<file path="src/rtl/gate_table_arbiter.sv">
// Round-robin arbiter sharing one gate matrix table among requesters.
// A one-entry cache of the last loaded gate lets repeat requests skip the reload.
module gate_table_arbiter #(
    parameter int NUM_REQ = 4,
    parameter int TIMEOUT = 64
) (
    input  logic                       clk,
    input  logic                       reset,
    input  logic [NUM_REQ-1:0]         req_valid,
    input  logic [5*NUM_REQ-1:0]       req_gate,
    output logic [NUM_REQ-1:0]         req_ack,
    output logic [4:0]                 tbl_gate,
    output logic                       tbl_ready,
    input  logic                       tbl_done_pulse,
    output logic [$clog2(NUM_REQ)-1:0] owner,
    output logic                       busy,
    output logic                       timeout_err
);

    localparam int OW = $clog2(NUM_REQ);
    localparam int IW = OW + 1;
    localparam int CW = 8;

    typedef enum logic [1:0] {
        S_IDLE,
        S_ISSUE,
        S_WAIT,
        S_ACK
    } state_t;

    state_t            r_state;
    logic [OW-1:0]     r_rr_ptr;
    logic              r_cache_valid;
    logic [4:0]        r_cache_gate;
    logic [CW-1:0]     r_wait_cnt;
    logic [4:0]        r_tbl_gate;
    logic [OW-1:0]     r_owner;
    logic [NUM_REQ-1:0] r_ack;
    logic              r_tbl_ready;
    logic              r_busy;
    logic              r_timeout_err;

    state_t            w_state_nx;
    logic [OW-1:0]     w_rr_nx;
    logic              w_cv_nx;
    logic [4:0]        w_cg_nx;
    logic [CW-1:0]     w_cnt_nx;
    logic [4:0]        w_gate_nx;
    logic [OW-1:0]     w_owner_nx;
    logic [NUM_REQ-1:0] w_ack_nx;
    logic              w_rdy_nx;
    logic              w_terr_nx;

    logic              w_found;
    logic [OW-1:0]     w_pick;
    logic [IW-1:0]     w_idx;
    logic [4:0]        w_pick_gate;

    // Scan from the round-robin pointer, wrapping modulo NUM_REQ.
    always_comb begin
        w_found = 1'b0;
        w_pick  = '0;
        w_idx   = '0;
        for (int k = 0; k < NUM_REQ; k++) begin
            w_idx = {1'b0, r_rr_ptr} + IW'(k);
            if (w_idx >= IW'(NUM_REQ)) begin
                w_idx = w_idx - IW'(NUM_REQ);
            end
            if (!w_found && req_valid[w_idx[OW-1:0]]) begin
                w_found = 1'b1;
                w_pick  = w_idx[OW-1:0];
            end
        end
    end

    assign w_pick_gate = req_gate[5*int'(w_pick) +: 5];

    always_comb begin
        w_state_nx = r_state;
        w_rr_nx    = r_rr_ptr;
        w_cv_nx    = r_cache_valid;
        w_cg_nx    = r_cache_gate;
        w_cnt_nx   = r_wait_cnt;
        w_gate_nx  = r_tbl_gate;
        w_owner_nx = r_owner;
        w_ack_nx   = '0;
        w_rdy_nx   = 1'b0;
        w_terr_nx  = r_timeout_err;
        unique case (r_state)
            S_IDLE: begin
                if (w_found) begin
                    w_owner_nx = w_pick;
                    w_gate_nx  = w_pick_gate;
                    w_rr_nx    = (w_pick == OW'(NUM_REQ - 1)) ? '0 : w_pick + 1'b1;
                    if (r_cache_valid && r_cache_gate == w_pick_gate) begin
                        w_state_nx       = S_ACK;
                        w_ack_nx[w_pick] = 1'b1;
                    end else begin
                        w_state_nx = S_ISSUE;
                        w_rdy_nx   = 1'b1;
                    end
                end
            end
            S_ISSUE: begin
                w_cv_nx    = 1'b0;
                w_cnt_nx   = '0;
                w_state_nx = S_WAIT;
            end
            S_WAIT: begin
                // A pulse on the final wait cycle still wins over the timeout.
                if (tbl_done_pulse) begin
                    w_cg_nx           = r_tbl_gate;
                    w_cv_nx           = 1'b1;
                    w_state_nx        = S_ACK;
                    w_ack_nx[r_owner] = 1'b1;
                end else if (r_wait_cnt == CW'(TIMEOUT - 1)) begin
                    w_terr_nx  = 1'b1;
                    w_state_nx = S_IDLE;
                end else begin
                    w_cnt_nx = r_wait_cnt + 1'b1;
                end
            end
            S_ACK: begin
                w_state_nx = S_IDLE;
            end
            default: begin
                w_state_nx = S_IDLE;
            end
        endcase
    end

    always_ff @(posedge clk or negedge reset) begin
        if (!reset) begin
            r_state       <= S_IDLE;
            r_rr_ptr      <= '0;
            r_cache_valid <= 1'b0;
            r_cache_gate  <= '0;
            r_wait_cnt    <= '0;
            r_tbl_gate    <= '0;
            r_owner       <= '0;
            r_ack         <= '0;
            r_tbl_ready   <= 1'b0;
            r_busy        <= 1'b0;
            r_timeout_err <= 1'b0;
        end else begin
            r_state       <= w_state_nx;
            r_rr_ptr      <= w_rr_nx;
            r_cache_valid <= w_cv_nx;
            r_cache_gate  <= w_cg_nx;
            r_wait_cnt    <= w_cnt_nx;
            r_tbl_gate    <= w_gate_nx;
            r_owner       <= w_owner_nx;
            r_ack         <= w_ack_nx;
            r_tbl_ready   <= w_rdy_nx;
            r_busy        <= (w_state_nx != S_IDLE);
            r_timeout_err <= w_terr_nx;
        end
    end

    assign req_ack     = r_ack;
    assign tbl_gate    = r_tbl_gate;
    assign tbl_ready   = r_tbl_ready;
    assign owner       = r_owner;
    assign busy        = r_busy;
    assign timeout_err = r_timeout_err;

endmodule

</file>
<file path="config.mk">
export PLATFORM = sky130hd
export DESIGN_NAME = gate_table_arbiter
export DESIGN_NICKNAME = d
export VERILOG_FILES = /design/src/rtl/gate_table_arbiter.sv
export SDC_FILE = /design/constraint.sdc
export NUM_CORES = 1
export LEC_CHECK = 0
export CELL_PAD_IN_SITES_DETAIL_PLACEMENT = 1
export CELL_PAD_IN_SITES_GLOBAL_PLACEMENT = 1
export CORE_MARGIN = 5
export CORE_UTILIZATION = 38
export CTS_BUF_LIST = sky130_fd_sc_hd__clkbuf_16
export CTS_CLUSTER_SIZE = 16
export DETAILED_ROUTE_END_ITERATION = 8
export GPL_TIMING_DRIVEN = 0
export PLACE_DENSITY = 0.82
export SLEW_MARGIN = 20
export SYNTH_ARGS = -nofsm -noshare
export SYNTH_HDL_FRONTEND = slang
export SYNTH_SLANG_ARGS = --single-unit
</file>
<file path="constraint.sdc">
create_clock -name clk -period 2.45 [get_ports clk]
set_input_delay 0.245 -clock clk [delete_from_list [all_inputs] [get_ports clk]]
set_output_delay 0.245 -clock clk [all_outputs]
set_load 0.02 [all_outputs]
</file>
### Yosys cells after proc, flatten, opt, wreduce, memory -nomap -nowiden

Cells that the tools add are included.

* register bits after elaboration: 32
* bits of input ports: 27
* output and inout port bits: 14
* word-level logic and storage cells: 103

* add/sub/neg operators: 9
* multipliers: 1
* $lt $le $gt $ge: 12
* eq/ne operators: 9
* shifts and indexed selects: 1
* multiplexer cells: 42
* bitwise logic cells: 1
* reductions and logical operators: 17

Operator list (number)
* $mux W2: 13
* $shiftx A20 B6 Y5: 1
* $lt A2 B3 Y1 const B: 6
* $mux W8: 2
* $pmux W8 S2: 1
* $mux W1: 14
* $mux W4: 3
* $ge A3 B3 Y1 const B: 3
* $add A8 B1 Y8 const B: 1
* $bmux W1 S2: 4
* $eq A8 B6 Y1 const B: 1
* $pmux W2 S4: 1
* $pmux W4 S2: 1
* $sub A2 B1 Y2 const B: 4
* $add A2 B2 Y3 const B: 2
* $eq A2 B2 Y1 const B: 3
* $logic_and A1 B1 Y1: 6
* $ne A2 B2 Y1 const B: 3
* $reduce_and A2 Y1: 3
* $reduce_and A3 Y1: 2
* $eq A5 B5 Y1: 1
* $mul A3 B2 Y5 const A: 1
* $demux W1 S2: 2
* $ge A2 B1 Y1 const B: 2
* other kinds (9): 12

### Longest topological paths before layout

* depth after elaboration: 22
* depth in mapped cells: 9
* mapped depth without buffers: 9

### Worst setup path before layout

No wires, ideal clock.

* path kind: reg2reg
* from: reg r_rr_ptr[0]
* to: reg r_ack[1] (netlist: req_ack[1])
* setup time: 0.084 ns
* arrival: 2.094 ns
* data required time: 2.366 ns
* setup slack: 0.273 ns
* cell stages (with the launch flop): 9
* buffers on the path: 0
* period minus slack after synthesis: 2.177 ns
* cells stage by stage: dfrtp_1 > or2b_1 > a21oi_1 > nor3_4 > inv_4 > mux2_4 > a2111oi_4 > nand3_1 > o22ai_1

* longest elaborated chain between the ends: 21
* elaborated cells on any way between the ends: 49
* classes of those cells: add/sub (7); mul (1); order compare (6); eq/ne (1); shift (1); mux (25); reduce/logical (8)

RTL lines
* start, declared: RTL line 32 `logic [OW-1:0] r_rr_ptr;`
* start signal, assigned: RTL line 147 `r_rr_ptr <= w_rr_nx;`
* parallel branches: the longest is 13 deep, another holds $add A2 B1 Y3
* $mux W2 *: RTL line 69 `if (!w_found && req_valid[w_idx[OW-1:0]]) begin`
* net w_pick[0]: RTL line 55 `logic [OW-1:0] w_pick;`
* $mul A3 B2 Y5, or another cell as far along: RTL line 76 `assign w_pick_gate = req_gate[5*int'(w_pick) +: 5];`
* $shiftx A20 B6 Y5 or $logic_and A1 B1 Y1 (tied branches): RTL line 76, 97
* $eq A5 B5 Y1 or $mux W1 (tied branches): RTL line 95, 97
* $logic_and A1 B1 Y1 or $demux W1 S2 (tied branches): RTL line 95, 97
* $mux W4 *: RTL line 95 `if (r_cache_valid && r_cache_gate == w_pick_gate) begin`
* $mux W4 *: RTL line 91 `if (w_found) begin`
* $pmux W4 S2 *: RTL line 89 `unique case (r_state)`
* net w_ack_nx[1]: RTL line 50 `logic [NUM_REQ-1:0] w_ack_nx;`
* end signal, assigned: RTL line 153 `r_ack <= w_ack_nx;`
* end, declared: RTL line 38 `logic [NUM_REQ-1:0] r_ack;`

Mark *: on every way through the listed nets, which the timed path passes. The select of a mux whose other input is x is not followed.
A chain may end at the register's enable or synchronous reset.

### Final worst setup path

* from: reg r_rr_ptr[0]
* to: reg r_ack[2] (netlist: req_ack[2])

* longest elaborated chain between the ends: 21
* elaborated cells on any way between the ends: 49
* classes of those cells: add/sub (7); mul (1); order compare (6); eq/ne (1); shift (1); mux (25); reduce/logical (8)

RTL lines (RTL line)
* parallel branches: the longest is 19 deep, another holds $add A2 B1 Y3
* $mux W4 *: 91
* $pmux W4 S2 *: 89
* net w_ack_nx[2]: 50

Marks and branches as above.

==> metrics.md <==
| Metric | Value |
|---|---|
| Outcome | `complete, no violations` |
| Die H | `79.7 um` |
| Hpwl dp | `3.63 mm` |
| Pwr Total | `3.03 mW` |
| Cell Pwr Density | `1160 nW/um^2` |
| Final-report setup violation count | `0` |
| Worst R2R Path Depth | `10` |
| Reg2reg setup slack | `110 ps` |
| Hold Crit Depth | `3` |
| ANT cells | `0` |
| CP cell instances | `or2b_1 > a21oi_2 > nor2_4 > buf_4 > mux2i_2 > mux2_4 > a2111oi_4 > buf_4 > nand3_1 > o21ai_2` |
| Largest area contributor in the netlist | `dfrtp_1` |
| CP max stage delay | `420 ps` |
| Die area | `between 6000 and 7000 sq um` |
| CP Depth | `10` |
| Final count of hold timing violations | `0` |
| I/O pin count | `41` |
| Root Buffer | `clkbuf_16` |
| CP max FO | `6` |
| # clock sinks | `32` |
| Element type at the critical path end | `register` |
| Worst EP arrival | `2540 ps` |
| Cell Area, Synth | `1850 sq um` |
| Number of global-route vias before repair | `between 1,500 and 2,000` |
| Filler Cell Count | `523` |
| TritonCTS clock tree | `done` |
| Mapped Nets | `228` |
| Rel. slew slack | `58.6%` |
| RePlAce Congestion | `0.822` |
| Area grow syn2layout | `41.8%` |
| Reg2reg start | `r_rr_ptr[0]` |
| Syn Area/Cell | `9.58 sq um` |
| Die width | `79.7 um` |
| Critical path's most frequent cell | `buf_4` |
| Area of the core | `4720 sq um` |
| Post-route insts no fill | `315` |
| Yosys cell types | `41` |
| Hold Path Sink | `req_ack[3]` |
| First-pass GRT wire length | `a little over 8 mm` |
| DR vias/cell | `roughly 5.1` |
| HP Class | `in -> reg` |
| Layout Nets | `282` |
| Post-synthesis async set-or-reset flop share | `100%` |
| Clk_lat worst skew | `roughly 280 ps` |
| Max-cap violations | `0` |
| Largest cells by area after synthesis | `dfrtp_1 43%, mux2i_1 7.6%, nand2_1 5.7%` |
| Setup TNS | `0 ps` |
| Minimum clock period | `~2300 ps` |
| GRT Overall Usage | `16.5%` |
| Part of the power in registers | `28.0%` |
| CP required | `2650 ps` |
| Clock Skew | `4.61 ps` |
| Final Cycle Share | `95.4%` |
| Switching Fraction | `39.4%` |
| Top-area cell type share of the netlist area | `43.3%` |
| Synth Flop Type | `dfrtp_1` |
| CTS H-tree depth | `2` |
| Worst R2R End | `req_ack[2]` |
| Cts bufs inserted | `5` |
| Peak supply drop | `roughly 0.6 mV` |
| Synth Register Bits | `32` |
| CP delay by family, top | `compound AO/OA/AOI/OAI gates` |
| Inst Count DP | `300` |
| DRT Wirelength | `5.01 mm` |
| Slew Limit Fails | `0` |
| Drt drc | `0` |
| Post-route antenna net violation count | `0` |
| EDFF count, synth | `0` |
| Critical Path Start Type | `register` |
| Initial antenna violation count | `0` |
| Synth warn | `0` |
| Starting Density | `approximately two fifths` |
| Leak | `1.20 nW` |
| Int Pwr | `between 1.5 and 2 mW` |
| Buffers on Ports | `39` |
| Clock transition at path regs | `50 ps` |
| Post-Syn Instances | `193` |
| Wirelength per Cell | `15.9 um` |
| Clock share of power | `between 20% and 30%` |
| Clk buf depth | `2` |
| Iteration-0 DRC Markers | `30` |
| Worst Min Path Start | `tbl_done_pulse` |
| Fmax | `between 0.4 and 0.5 GHz` |
| Share of cells above drive strength 1 | `approximately 16%` |
| Psw | `1.20 mW` |
| Largest net degree at the start of global routing | `22` |
| Critical path type | `reg -> reg` |
| Gr ovfl total | `0` |
| Slowest CP cell | `dfrtp_2` |
| Num rows | `25` |
| Combinational Power Share | `around half` |
| Sequential cell area fraction in the yosys report | `43.3%` |
| Final core utilization | `55.5%` |
| DR vias | `1,606` |
| Worst Tran Pin Value | `slightly above 600 ps` |
| DRT Pass-1 Iters | `4` |
| CP bufs+invs | `2` |
| Unrepaired setup endpoints after global routing | `no` |
## registers in the layout (all words and copies together), names as in the netlist, 2 cells and up
register	flops
r_cache_gate	5
r_state	2
tbl_gate	5
r_rr_ptr	2
r_wait_cnt	8
req_ack	4
owner	2
## synth_stat cells, types with 2 or more instances
cell type  instances
nand2b_1           3
mux2_2             5
mux2i_1           14
inv_1             10
dfrtp_1           32
nand4_1            2
o31ai_1            2
o21ai_0           13
o22ai_1            2
clkbuf_1           4
or2b_1             3
nand3_1           10
o21ai_1            3
ha_1               8
nor2b_1            4
nor2_1            14
nor3_1             3
xnor2_1            5
a21oi_1            5
nand2_1           28
xor2_1             3
## layout by cell type, fill, tap and decap left out, types with 3 or more instances in the layout
cell             count
a21oi_1              3
xor2_1               3
nor2b_1              3
clkbuf_16            5
dlymetal6s2s_1       3
o21ai_0             13
nand3_1             10
ha_1                 8
dfrtp_1             30
nor2_1              14
clkdlybuf4s50_1     35
mux2i_2              3
nor3_1               3
clkbuf_1             4
mux2i_1             11
xnor2_1              5
inv_1               11
nand2_1             28
mux2_2               5
or2b_1               3
nand2b_1             3
buf_4                5
## routing by layer
metal | vias to the layer above | routed length [um] | track usage [%]
met2 | 38 | 2580 | 29.5
met4 | 0 | 54 | 4.56
met5 | - | 0 | 0
met3 | 5 | 227 | 4.85
met1 | 783 | 2140 | 19.2
li1 | 780 | - | -
## worst max-delay path by stage
stage | startpoint | to
floorplan | r_rr_ptr[0] | req_ack[1]
global placement | req_valid[3] | req_ack[1]
detailed placement | req_valid[0] | req_ack[1]
CTS | req_valid[0] | req_ack[2]
global route | r_rr_ptr[0] | req_ack[2]
finish | r_rr_ptr[0] | req_ack[2]
## cell type report
cell class / count / area (sq um) / share of cell area (%)
clock buffers: 5 / 125 / 4.78
clock inverters: 3 / 38.8 / 1.48
plain buffers: 5 / 26.3 / 1.00
repair buffers: 47 / 473 / 18.1
flip-flops and latches: 32 / 803 / 30.7
inverters: 11 / 43.8 / 1.67
multi-input cells: 145 / 1030 / 39.2
well taps: 67 / 83.8 / 3.20
## worst min-delay path, delay by kind of cell
kind            cells  cell delay (ps)
compound gates      1               70
buf+inv             1              180
simple gates        1              120
## cells by family after synthesis
kind of cell,after synthesis,share of synthesized area [%]
compound gates,34,12.5
buf+inv,16,3.59
simple gates,75,19.9
xor+xnor,8,3.79
flops,32,43.3
mux,20,11.4
fa+ha+maj,8,5.42
## power by group through the flow
stage | Sequential, mW | Clock (mW) | Combinational [mW]
6_report | 0.848 | 0.701 | 1.48
5_1_grt | 0.875 | 0.741 | 1.63
4_1_cts | 0.850 | 0.719 | 1.42
3_5_place_dp | 0.852 | 0 | 1.35
3_3_place_gp | 0.842 | 0 | 1.30
2_1_floorplan | 0.906 | 0 | 0.829
## metrics by stage
step / hold WS [ps] / instance area (sq um) / worst slack [ps]
after global placement: 446 / 2320 / -381
final: 381 / 2620 / 113
after detailed placement: 158 / 2340 / -424
after CTS: 375 / 2540 / 23.2
after floorplan: -50.6 / 1850 / 273
after global routing: 393 / 2620 / 28.7
## what timing repair did
item                                    4_1_cts  5_1_grt
resized for setup                             3       14
hold buffers                                  1        0
buffers inserted                              2        3
gates cloned                                  0        1
endpoints found under the setup margin        6        8
pin swaps                                     2        7
hold endpoints to repair                     11        0
Power figures use the tool's default switching activity.
